## config.mk

```make
export PLATFORM = sky130hd
export DESIGN_NAME = fu_alu_pipe
export DESIGN_NICKNAME = d
export VERILOG_FILES = /design/src/rtl/fu_alu_pipe.sv
export SDC_FILE = /design/constraint.sdc
export NUM_CORES = 1
export LEC_CHECK = 0
export CORE_MARGIN = 4
export CORE_UTILIZATION = 40
export DETAILED_ROUTE_END_ITERATION = 8
export GPL_TIMING_DRIVEN = 0
export PLACE_DENSITY = 0.62
export SLEW_MARGIN = 40
export SYNTH_ARGS = -nofsm -noshare
export SYNTH_HDL_FRONTEND = slang
export SYNTH_SLANG_ARGS = --single-unit
export TNS_END_PERCENT = 10
```

## constraint.sdc

```tcl
create_clock -name CLK -period 7.4 [get_ports CLK]
set_input_delay 0.74 -clock CLK [delete_from_list [all_inputs] [get_ports CLK]]
set_output_delay 0.74 -clock CLK [all_outputs]
set_load 0.02 [all_outputs]
```

## src/rtl/fu_alu_pipe.sv

```systemverilog
// fu_alu_pipe: pipelined ALU functional unit with elastic, bubble-collapsing slots.
// Optional build macro FU_ALU_SAT_EN: opcodes 0xA/0xB become signed saturating ADDS/SUBS.
module fu_alu_pipe #(
    parameter int WIDTH  = 32,
    parameter int STAGES = 2,
    parameter int TAG_W  = 5
) (
    input  logic             CLK,
    input  logic             RST,
    input  logic             flush,
    input  logic             in_valid,
    output logic             in_ready,
    input  logic [3:0]       in_aluop,
    input  logic [WIDTH-1:0] in_port_a,
    input  logic [WIDTH-1:0] in_port_b,
    input  logic [TAG_W-1:0] in_tag,
    output logic             out_valid,
    input  logic             out_ready,
    output logic [WIDTH-1:0] out_port_output,
    output logic             out_negative,
    output logic             out_overflow,
    output logic             out_zero,
    output logic [TAG_W-1:0] out_tag
);
    localparam int SH = $clog2(WIDTH);
    localparam int DW = WIDTH + 3 + TAG_W;

    logic [WIDTH-1:0] sum, dif, res, lim;
    logic [SH-1:0]    amt;
    logic             ovf, ovf_add, ovf_sub;
    logic [DW-1:0]    slot_in;
    logic [STAGES:0]  adv;
    logic [STAGES-1:0] valid_q, valid_d;
    logic [DW-1:0]    data_q [STAGES];
    logic [DW-1:0]    data_d [STAGES];

    assign sum     = in_port_a + in_port_b;
    assign dif     = in_port_a - in_port_b;
    assign amt     = in_port_b[SH-1:0];
    assign ovf_add = (in_port_a[WIDTH-1] == in_port_b[WIDTH-1]) & (sum[WIDTH-1] != in_port_a[WIDTH-1]);
    assign ovf_sub = (in_port_a[WIDTH-1] != in_port_b[WIDTH-1]) & (dif[WIDTH-1] != in_port_a[WIDTH-1]);
    // A signed overflow always goes in the direction of operand A's sign, so A picks the clamp value.
    assign lim     = {in_port_a[WIDTH-1], {(WIDTH-1){~in_port_a[WIDTH-1]}}};
    assign slot_in = {res, res[WIDTH-1], ovf, res == '0, in_tag};

    // Stage-0 datapath: result and overflow for the presented op.
    always_comb begin
        res = '0;
        ovf = 1'b0;
        case (in_aluop)
            4'h0: begin res = sum; ovf = ovf_add; end
            4'h1: begin res = dif; ovf = ovf_sub; end
            4'h2: res = in_port_a & in_port_b;
            4'h3: res = in_port_a | in_port_b;
            4'h4: res = in_port_a ^ in_port_b;
            4'h5: res = in_port_a << amt;
            4'h6: res = in_port_a >> amt;
            4'h7: res = $unsigned($signed(in_port_a) >>> amt);
            4'h8: res = WIDTH'($signed(in_port_a) < $signed(in_port_b));
            4'h9: res = WIDTH'(in_port_a < in_port_b);
`ifdef FU_ALU_SAT_EN
            4'hA: begin res = ovf_add ? lim : sum; ovf = ovf_add; end
            4'hB: begin res = ovf_sub ? lim : dif; ovf = ovf_sub; end
`endif
            default: res = '0;
        endcase
    end

    // Slot advance chain from the output back, then next-state of every slot.
    always_comb begin
        adv[STAGES] = out_ready;
        for (int k = STAGES - 1; k >= 0; k--) adv[k] = !valid_q[k] | adv[k+1];
        in_ready   = adv[0] & !flush & !RST;
        valid_d[0] = flush ? 1'b0 : adv[0] ? in_valid & in_ready : valid_q[0];
        data_d[0]  = adv[0] ? slot_in : data_q[0];
        for (int k = 1; k < STAGES; k++) begin
            valid_d[k] = flush ? 1'b0 : adv[k] ? valid_q[k-1] : valid_q[k];
            data_d[k]  = adv[k] ? data_q[k-1] : data_q[k];
        end
    end

    // Slot registers with synchronous reset of valid and payload.
    always_ff @(posedge CLK) begin
        if (RST) begin
            valid_q <= '0;
            for (int k = 0; k < STAGES; k++) data_q[k] <= '0;
        end else begin
            valid_q <= valid_d;
            data_q  <= data_d;
        end
    end

    assign out_valid = valid_q[STAGES-1] & !RST;
    assign {out_port_output, out_negative, out_overflow, out_zero, out_tag} = data_q[STAGES-1];
endmodule

```

==> key figures, run 1 <==
Pwr
  • P_sw: 924 uW
  • Leak: 0.00621 uW
  • Peak VDD IR: 145 uV
  • Power Internal: 1110 uW
  • Logic gate share of total power: 55.4%
  • Clock power share: 21.2%
  • Net switching fraction of the power: 45.5%
  • Pwr per Cell Area: 128 nW/um2
  • Sequential Power Share: 23.5%

Floorplanning
  • Initial Util: 40.6%
  • Boundary Pins: 120
  • Num rows: 67
  • Die area: 37,200 um2
  • Die width: 193 um
  • Die Y: 193 um
  • Core area: 33,600 um2

Global route
  • Gr ovfl total: 0
  • Largest net degree at the start of global routing: 14
  • GRT Util Overall: 42.6%
  • First-pass GRT wire length: 115 mm
  • Vias in the first global route: 16,182
  • Antenna violations before repair: 5

Worst hold path
  • Hold depth: 2
  • Hold EP: out_port_output[9]
  • Worst Hold Class: register to register
  • Hold wc startpoint: out_port_output[9]

Synthesis
  • Post-synth net total: 2,075
  • Synth Instances: 1,897
  • Post-Syn Area: 13,700 um2
  • Register bit total from synthesis: 80
  • Post-synthesis async set-or-reset flop share: 0%
  • Syn. warnings: 0
  • Avg Synthesized Cell Area: 7.20 um2
  • Sequential area share after synthesis: 11.7%
  • Synth Flop Type: dfxtp_1
  • Post-synth EDFFs: 0
  • Synth cell types: 93

Worst setup path
  • RR Startpoint: valid_q[1]
  • Setup crit start kind: input port
  • RR Endpoint: data_q[45]
  • Bufs and invs on worst path: 5
  • Critical Path, Cell by Cell: clkdlybuf4s50_1 > clkinv_1 > clkbuf_1 > buf_1 > clkbuf_2 > fa_1 > nor2b_1 > o211a_1 > o21ai_0 > o311a_1 > o21ai_0 > mux2_2 > nand4_1 > or4_1 > nor4_1 > nand3_1 > o21ai_1
  • Crit path top cell by count: o21ai_0
  • CP peak stage delay: 0.71 ns
  • Delay-heaviest family, CP: buffers and inverters
  • Worst setup path class: input port to register
  • Slowest CP cell: clkdlybuf4s50_1
  • Worst Reg-to-Reg Cells: 12
  • Critical Path Fanout Max: 12
  • WP data required: 7.67 ns
  • Arrival time of the worst setup path: 7.60 ns
  • Crit. End Element: register
  • Reg-to-reg slack, setup: 3.65 ns

CTS
  • Hold Buf Count CTS: 0
  • TritonCTS Sinks: 80
  • Post-cts resize count: 1
  • Clk slew on worst S/H paths: 0.06 ns
  • Clk_lat worst skew: 0.33 ns
  • Clock Tree Root: clkbuf_16
  • CTS tree: yes
  • Max clock buf depth: 2
  • # H-tree levels: 3
  • Post CTS Setup Buffer Count: 0
  • Cts bufs inserted: 9

Routing
  • Routed wire length: 82.1 mm
  • DRC viols: 0
  • DRT Pass-1 Iters: 7
  • Starting DRC count in detailed routing: 2,484
  • Final ANT Viol Nets: 0
  • Vias/cell: 6.96
  • Vias: 17,293
  • Post-DR wirelength/cell: 33.0 um

STA
  • Crit path time final: 7.34 ns
  • Worst-Margin Slew: 0.957 ns
  • Max-slew violation count: 0
  • Setup TNS: 0 ns
  • Period utilization: 99.1%
  • Fmax: 0.136 GHz
  • RSZ-0062 raised after global routing: false
  • Min setup slack post-route: 0.0635 ns
  • Worst Clk Skew: 0.00619 ns
  • Final Hold Viols: 0
  • # setup viols final: 0
  • Rel. slew slack: 35.8%

Placement
  • I/O Buffers: 116
  • Gpl congestion: 1.10
  • Post-DP HPWL: 66.7 mm
  • Place WS: -0.523 ns

Outcome
  • Status: finished clean

Finish
  • NumNets Final: 2,206
  • Share of cells above drive strength 1: 10.7%
  • Area Growth Syn to Fin: 16.1%

Run
  • Max Cap Viol: 0
-- cells by family after synthesis --
family	after synthesis	synth area share [%]
simple gates	659	22.7
buf+inv	304	10.3
compound gates	610	30.8
mux	129	14.3
xor+xnor	15	0.962
fa+ha+maj	100	9.27
flops	80	11.7
-- stage by stage --
step	area, um2	hold slack, ns	cells	util (%)	power [uW]
floorplan	13700	0.432	1897	-	1120
global placement	15400	0.440	2461	45.7	1540
detailed placement	15500	0.445	2465	46.2	1550
CTS	15800	0.451	2480	47.0	1980
global route	15800	0.467	2482	47.1	2090
finish	15800	0.449	2486	47.1	2030
-- registers in the layout, summed over array words and instances (netlist names) --
name	cells
data_q	39
out_port_output	31
out_tag	5
valid_q	2
out_negative	1
out_overflow	1
out_zero	1
-- final cells by class --
type,count,area (um2)
sequential,80,1600
clock buffer,11,233
timing repair buffer,120,1190
fill,3437,17800
buffer,206,1040
inverter,98,368
antenna,6,15.0
multi-input combinational,1513,10800
tap,448,561
clock inverter,4,55.1
-- worst max path at each step --
stage                            start         end  cells past startpoint
after floorplan           in_port_b[2]  data_q[45]                     18
after global placement    in_port_b[2]  data_q[45]                     19
after CTS                 in_port_b[2]  data_q[45]                     19
final                     in_port_b[1]  data_q[45]                     17
after detailed placement  in_port_b[2]  data_q[45]                     19
after global routing      in_port_b[1]  data_q[45]                     17
-- layout by cell type (no fill, tap or decap), drive strengths merged, types with 9 or more instances in the layout --
master / Yosys / routed
nand3: 36 / 36
o21bai: 10 / 10
a21o: 19 / 19
nor2b: 22 / 22
or3: 14 / 14
o211ai: 24 / 24
a211oi: 42 / 42
dfxtp: 80 / 80
nor4: 19 / 19
clkdlybuf4s50: 0 / 116
a2111oi: 13 / 13
xnor2: 14 / 14
mux2i: 47 / 47
inv: 97 / 98
clkbuf: 118 / 129
mux4: 47 / 47
nor2: 158 / 158
mux2: 35 / 35
o22ai: 22 / 22
a211o: 11 / 11
nand2: 238 / 238
nor3: 56 / 56
o21a: 15 / 15
and2: 11 / 11
and3: 11 / 11
o31ai: 19 / 19
ha: 98 / 98
nand4: 25 / 25
o221ai: 22 / 22
nand2b: 22 / 22
a221o: 9 / 9
o21ai: 94 / 94
a21oi: 153 / 153
or2: 11 / 11
buf: 88 / 91
a31oi: 21 / 21
a22oi: 21 / 21
a221oi: 23 / 23
-- synthesized netlist by cell type (7+ instances only) --
master,instances,area [um2]
a2111oi_0,9,78.8
a211o_1,11,96.3
a211oi_1,42,315
a21o_1,19,143
a21oi_1,153,766
a221o_1,9,90.1
a221oi_1,22,193
a22oi_1,21,158
a311oi_1,7,61.3
a31oi_1,21,131
a32oi_1,8,70.1
and2_1,10,62.6
and3_1,11,68.8
buf_1,17,63.8
buf_2,21,105
buf_4,42,315
clkbuf_1,118,443
dfxtp_1,80,1600
ha_1,98,1230
inv_1,97,364
mux2_2,33,372
mux2i_1,47,470
mux4_2,42,946
nand2_1,238,893
nand2b_1,22,138
nand3_1,36,180
nand4_1,25,156
nor2_1,158,593
nor2b_1,22,138
nor3_1,56,280
nor4_1,19,119
o2111ai_1,8,70.1
o211ai_1,24,180
o21a_1,15,113
o21ai_0,93,465
o21bai_1,10,75.1
o221ai_1,22,193
o22a_1,8,70.1
o22ai_1,22,138
o31ai_1,19,143
or2_2,11,68.8
or3_1,14,87.6
xnor2_1,14,123
-- power by group through the flow --
stage	registers (uW)	clock network [uW]	logic [uW]
global route	479	448	1160
finish	477	430	1130
CTS	476	434	1070
detailed placement	485	0	1060
global placement	484	0	1050
floorplan	481	0	635
-- worst reg2reg max path: cells and delay by family, from the launching register on --
| family | cells | cell delay [ns] |
|---|---|---|
| AOI/OAI and AO/OA | 4 | 1.09 |
| DFF | 1 | 0.31 |
| buffers and inverters | 1 | 0.16 |
| and+or+nand+nor | 7 | 2.13 |
-- routing by layer --
metal | part of all wire, % | GRT usage, % | wire, um
met1 | 37 | 51.1 | 30100
met2 | 44 | 68.7 | 36200
met3 | 11 | 7.96 | 8640
met4 | 8.7 | 29.6 | 7180
met5 | 0 | 0 | 0
(Power assumes the default switching activity.)
==> inputs of run 2 (changes only) <==
--- a/config.mk
+++ b/config.mk
@@ -10,5 +10,5 @@
 export DETAILED_ROUTE_END_ITERATION = 8
 export GPL_TIMING_DRIVEN = 0
-export PLACE_DENSITY = 0.62
+export PLACE_DENSITY_LB_ADDON = 0.08
 export SLEW_MARGIN = 40
 export SYNTH_ARGS = -nofsm -noshare
==> constraint.sdc (replaced) <==
create_clock -name CLK -period 7.4 [get_ports CLK]
set_input_delay 0.74 -clock CLK [delete_from_list [all_inputs] [get_ports CLK]]
set_output_delay 0.74 -clock CLK [all_outputs]
set_load 0.1 [all_outputs]
==> key figures, run 2 (synthesized netlist as in run 1, its figures left out) <==
Pwr
  • Pwr per Cell Area: 132 nW/um2 (+2.7%)
  • Total power: 2050 uW (+0.72%)
  • Leak: 0.00627 uW (+1.0%)
  • Peak VDD IR: 141 uV (-3.0%)

Routing
  • Final ANT Viol Nets: 0 (unchanged)
  • Vias: 17,059 (-1.4%)
  • Starting DRC count in detailed routing: 2,383 (-4.1%)
  • Met1 WL: 29.1 mm (-3.3%)
  • DR top layer: met4
  • Post-DR wirelength/cell: 32.4 um (-2.1%)
  • Met3 WL: 8.52 mm (-1.4%)
  • Vias/cell: 6.88 (-1.1%)
  • DRT Pass-1 Iters: 7 (unchanged)
  • Routed wire length: 80.2 mm (-2.3%)
  • Met2 wire len: 35.8 mm (-0.97%)
  • DRC viols: 0 (unchanged)

Placement
  • I/O Buffers: 116 (unchanged)
  • Place WS: -0.377 ns (+0.146 ns)
  • Post-DP HPWL: 65.2 mm (-2.3%)
  • Placed Cells: 2,463 (-0.081%)
  • Gpl congestion: 1.16 (+5.4%)
  • Area after DPL: 15,300 um2 (-1.7%)

CTS
  • # H-tree levels: 3 (unchanged)
  • CTS tree: yes
  • Clk slew on worst S/H paths: 0.06 ns (about the same)
  • Cts bufs inserted: 9 (unchanged)
  • Clock Tree Root: clkbuf_16
  • Post-cts resize count: 0 (-1)
  • Hold Buf Count CTS: 0 (unchanged)
  • Max clock buf depth: 2 (unchanged)
  • TritonCTS Sinks: 80 (unchanged)
  • Post CTS Setup Buffer Count: 0 (unchanged)
  • Clk_lat worst skew: 0.33 ns (about the same)

Worst hold path
  • Worst Hold Class: register to register
  • Hold depth: 2 (unchanged)

Worst setup path
  • Critical Path Fanout Max: 11 (-1)
  • Worst Reg-to-Reg Cells: 12 (unchanged)
  • Critical Path, Cell by Cell: clkdlybuf4s50_1 > buf_2 > inv_1 > clkbuf_1 > clkbuf_2 > clkbuf_2 > ha_1 > buf_2 > nor2_1 > a2111oi_2 > nor3b_1 > or4_1 > a221o_1 > a221oi_2 > nand4bb_1 > or4_1 > nor4_1 > nand3_1 > o21ai_1
  • WP data required: 7.66 ns (about the same)
  • CP peak stage delay: 0.66 ns (-0.05 ns)
  • Arrival time of the worst setup path: 7.34 ns (-0.26 ns)
  • Setup crit start kind: input port
  • Slowest CP cell: a2111oi_2
  • Worst setup path class: input port to register
  • Crit. End Element: register

Finish
  • Flip-flop count of the largest register after layout: 39 (unchanged)
  • Fin area: 15,500 um2 (-1.9%)
  • Largest Register: data_q
  • Diodes inserted: 0 (-6)
  • Layout fillers: 3,554 (+3.4%)
  • Share of cells above drive strength 1: 12.7% (+2.0 points)
  • NumNets Final: 2,205 (-0.045%)
  • Area Growth Syn to Fin: 13.9%
  • Most frequent cells in the layout: nand2_1, nor2_1, a21oi_1
  • Most common cell after layout, fill and taps aside: nand2_1
  • Post-Layout Cell Count: 2,480 (-0.24%)

STA
  • # setup viols final: 0 (unchanged)
  • RSZ-0062 raised after global routing: false
  • Setup TNS: 0 ns (unchanged)
  • Fmax: 0.141 GHz (+3.5%)
  • Rel. slew slack: 32.6% (-3.2 points)
  • Crit path time final: 7.09 ns (-0.251 ns)
  • Period utilization: 95.7% (-3.4 points)
  • Final Hold Viols: 0 (unchanged)
  • Max-slew violation count: 0 (unchanged)
  • Worst-Margin Slew: 1.00 ns (+0.0433 ns)
  • Worst Clk Skew: 0.00464 ns (-0.00155 ns)
  • Min setup slack post-route: 0.315 ns (+0.251 ns)

Floorplanning
  • Core area: 33,600 um2 (unchanged)
  • Initial Util: 40.6% (unchanged)
  • Die width: 193 um (unchanged)
  • Boundary Pins: 120 (unchanged)
  • Num rows: 67 (unchanged)
  • Die area: 37,200 um2 (unchanged)
  • Die Y: 193 um (unchanged)

Run
  • Max Cap Viol: 0 (unchanged)

Global route
  • GRT Util Overall: 42.0% (-0.59 points)
  • Largest net degree at the start of global routing: 15 (+1)
  • Gr ovfl total: 0 (unchanged)
  • Vias in the first global route: 16,274 (+0.57%)
  • Antenna violations before repair: 0 (-5)
  • First-pass GRT wire length: 114 mm (-1.0%)

Outcome
  • Status: finished clean
run 2: changes by cell type in the layout (fill, tap and decap cells not counted), moves of 2 or more:
cell,previous run,this run
buf_2,24,67
clkdlybuf4s50_1,116,74
a221oi_2,4,2
clkinv_2,0,2
a221oi_1,19,21
diode_2,6,0
buf_1,16,13
clkbuf_2,4,8
run 2: stage by stage:
step | hold slack (ns) | utilization, %
after floorplan | 0.432 | -
after global placement | 0.438 | 45.7
after detailed placement | 0.443 | 45.4
after CTS | 0.451 | 46.2
after global routing | 0.467 | 46.3
final | 0.450 | 46.3
run 2: where the power goes:
group	total [uW]	internal (uW)	switching, uW
Combinational	1170	373	797
Sequential	478	461	16.8
Clock	399	235	163
Total	2050	1070	978
run 2: final cells by class:
class / count / area, um2 / area share [%]
clock buffer: 13 / 250 / 1.61
inverter: 98 / 368 / 2.37
sequential: 80 / 1600 / 10.3
clock inverter: 3 / 17.5 / 0.113
buffer: 205 / 1040 / 6.69
timing repair buffer: 120 / 971 / 6.24
multi-input combinational: 1513 / 10700 / 69.1
tap: 448 / 561 / 3.60
run 2: critical path: cells and delay by family:
kind,cells,cell delay [ns]
buffers and inverters,7,2.71
AOI/OAI and AO/OA,4,1.65
and+or+nand+nor,7,2.04
adders and majority gates,1,0.18
run 2: final timing paths:
kind                    endpoint  slack [ns]                 from
min reg2reg  out_port_output[24]        0.45  out_port_output[24]
max                   data_q[45]        0.31         in_port_b[3]
min          out_port_output[24]        0.45  out_port_output[24]
max reg2reg           data_q[45]        3.86           valid_q[1]
run 2: metal layers:
layer	up-vias	global-route usage, %
met5	-	0
li1	7282	-
met1	8151	50.0
met3	355	8.95
met4	0	26.9
met2	1271	68.5
==> inputs of run 3 (changes only) <==
- CORE_UTILIZATION: 40 -> 38
- MAX_ROUTING_LAYER: unset -> met4
==> key figures, run 3 (synthesized netlist as in run 1, its figures left out) <==
STA
  • Crit path time final: 7.23 ns (+0.140 ns)
  • Worst-Margin Slew: 0.973 ns (-0.0273 ns)
  • # setup viols final: 0 (unchanged)
  • Worst Clk Skew: 0.00761 ns (+0.00296 ns)
  • Period utilization: 97.6% (+1.9 points)
  • Final Hold Viols: 0 (unchanged)
  • Rel. slew slack: 34.9% (+2.3 points)
  • Fmax: 0.138 GHz (-1.9%)
  • RSZ-0062 raised after global routing: false
  • Min setup slack post-route: 0.175 ns (-0.140 ns)
  • Max-slew violation count: 0 (unchanged)

Outcome
  • Status: finished clean

CTS
  • CTS tree: yes
  • Clk slew on worst S/H paths: 0.06 ns (about the same)
  • Clk_lat worst skew: 0.34 ns (about the same)
  • TritonCTS Sinks: 80 (unchanged)
  • Clock Tree Root: clkbuf_16
  • Hold Buf Count CTS: 0 (unchanged)
  • Max clock buf depth: 2 (unchanged)
  • Cts bufs inserted: 9 (unchanged)
  • # H-tree levels: 3 (unchanged)

Pwr
  • Leak: 0.00630 uW (+0.49%)
  • P_sw: 987 uW (+0.95%)
  • Logic gate share of total power: 56.4% (-0.8 points)
  • Power Internal: 1100 uW (+3.3%)
  • Clock power share: 20.7% (+1.2 points)
  • Sequential Power Share: 22.9% (-0.4 points)
  • Peak VDD IR: 232 uV (+65%)
  • Net switching fraction of the power: 47.2% (-0.58 points)
  • Pwr per Cell Area: 134 nW/um2 (+1.6%)

Floorplanning
  • Die Y: 198 um (+2.5%)
  • Initial Util: 38.5% (-2.1 points)
  • Boundary Pins: 120 (unchanged)
  • Core area: 35,500 um2 (+5.6%)
  • Die area: 39,000 um2 (+5.0%)
  • Num rows: 69 (+3.0%)
  • Die width: 198 um (+2.5%)

Routing
  • DRC viols: 0 (unchanged)
  • Starting DRC count in detailed routing: 2,591 (+8.7%)
  • Post-DR wirelength/cell: 33.4 um (+3.1%)
  • DRT Pass-1 Iters: 6 (-1)
  • Final ANT Viol Nets: 0 (unchanged)
  • Vias: 17,232 (+1.0%)
  • Routed wire length: 83.3 mm (+3.9%)
  • Vias/cell: 6.90 (+0.29%)

Placement
  • Place WS: -0.247 ns (+0.131 ns)
  • I/O Buffers: 116 (unchanged)
  • Post-DP HPWL: 67.8 mm (+4.0%)
  • Area after DPL: 15,300 um2 (+0.48%)
  • Gpl congestion: 1.13 (-2.2%)

Worst setup path
  • Critical Path Fanout Max: 12 (+1)
  • Critical Path, Cell by Cell: clkdlybuf4s50_1 > clkinv_1 > clkbuf_1 > buf_1 > clkbuf_2 > fa_1 > nor2b_1 > o31a_1 > a221o_1 > a31oi_1 > xnor2_1 > a2111oi_1 > o2111ai_1 > or4_1 > nor4_1 > nand3_1 > o21ai_1
  • Crit. End Element: register
  • Setup crit start kind: input port
  • Arrival time of the worst setup path: 7.49 ns (+0.15 ns)
  • CP peak stage delay: 0.76 ns (+0.10 ns)
  • WP data required: 7.67 ns (about the same)
  • Slowest CP cell: a2111oi_1
  • Worst setup path class: input port to register

Finish
  • Largest Register: data_q
  • Fin area: 15,600 um2 (+0.62%)
  • NumNets Final: 2,210 (+0.23%)
  • Share of cells above drive strength 1: 12.9% (+0.22 points)
  • Most common cell after layout, fill and taps aside: nand2_1
  • Flip-flop count of the largest register after layout: 39 (unchanged)
  • Most frequent cells in the layout: nand2_1, nor2_1, a21oi_1
  • Area Growth Syn to Fin: 14.6%

Global route
  • GRT Util Overall: 42.0% (about the same)
  • First-pass GRT wire length: 117 mm (+2.6%)
  • Largest net degree at the start of global routing: 13 (-2)
  • Antenna violations before repair: 1 (+1)
  • Vias in the first global route: 16,110 (-1.0%)
  • Gr ovfl total: 0 (unchanged)

Worst hold path
  • Worst Hold Class: register to register

Run
  • Max Cap Viol: 0 (unchanged)
-- run 3: changes by cell type in the layout (fill, tap and decap cells not counted), moves of 2 or more --
cell	change
buf_2	+3
clkbuf_2	-4
clkdlybuf4s18_2	+2
buf_1	+3
-- run 3: routing by layer --
metal / wire length (um) / vias to the layer above / global-route usage (%)
met4: 7780 / 0 / 29.2
met5: 0 / - / -
li1: - / 7306 / -
met3: 8060 / 405 / 7.37
met1: 30700 / 8188 / 49.5
met2: 36800 / 1333 / 65.1
-- run 3: power by group through the flow --
stage                     clock [uW]  sequential, uW  combinational (uW)
after floorplan                    0             483                 703
after global placement             0             486                1120
after detailed placement           0             487                1120
after CTS                        437             478                1120
after global routing             457             482                1210
final                            434             479                1180
-- run 3: final timing paths --
kind	startpoint	to	cells after the start	slack, ns
setup / recovery	in_port_b[1]	data_q[45]	17	0.17
hold / removal	out_tag[2]	out_tag[2]	2	0.45
setup reg to reg	valid_q[1]	data_q[45]	12	3.30
hold reg to reg	out_tag[2]	out_tag[2]	2	0.45
-- run 3: layout make-up --
type,count,area (um2)
well taps,461,577
plain buffers,205,1040
multi-input cells,1513,10800
clock inverters,3,42.5
flip-flops and latches,80,1600
diodes,1,2.50
fillers,3672,19800
clock buffers,12,246
repair buffers,125,1010
inverters,98,372
-- run 3: what timing repair did --
| item | in CTS | in global routing |
|---|---|---|
| setup endpoints to repair | 0 | 1 |
| setup buffers | 0 | 0 |
| resized for setup | 0 | 2 |
-- run 3: stage by stage --
stage / utilization (%) / TNS [ns] / total power (uW) / hold WS (ns) / instances
CTS: 44.0 / 0 / 2040 / 0.453 / 2498
global placement: 43.4 / -1.99 / 1610 / 0.438 / 2474
global route: 44.1 / 0 / 2150 / 0.472 / 2498
finish: 44.1 / 0 / 2090 / 0.451 / 2498
detailed placement: 43.2 / -0.247 / 1600 / 0.445 / 2483
floorplan: - / 0 / 1190 / 0.432 / 1897
-- run 3: worst max-delay path: cells and delay by family --
kind | cells | cell delay, ns
AO/OA/AOI/OAI | 6 | 2.08
adder cells (fa/ha/maj) | 1 | 0.36
buffers and inverters | 5 | 2.89
AND/OR/NAND/NOR | 4 | 1.26
XOR/XNOR | 1 | 0.13
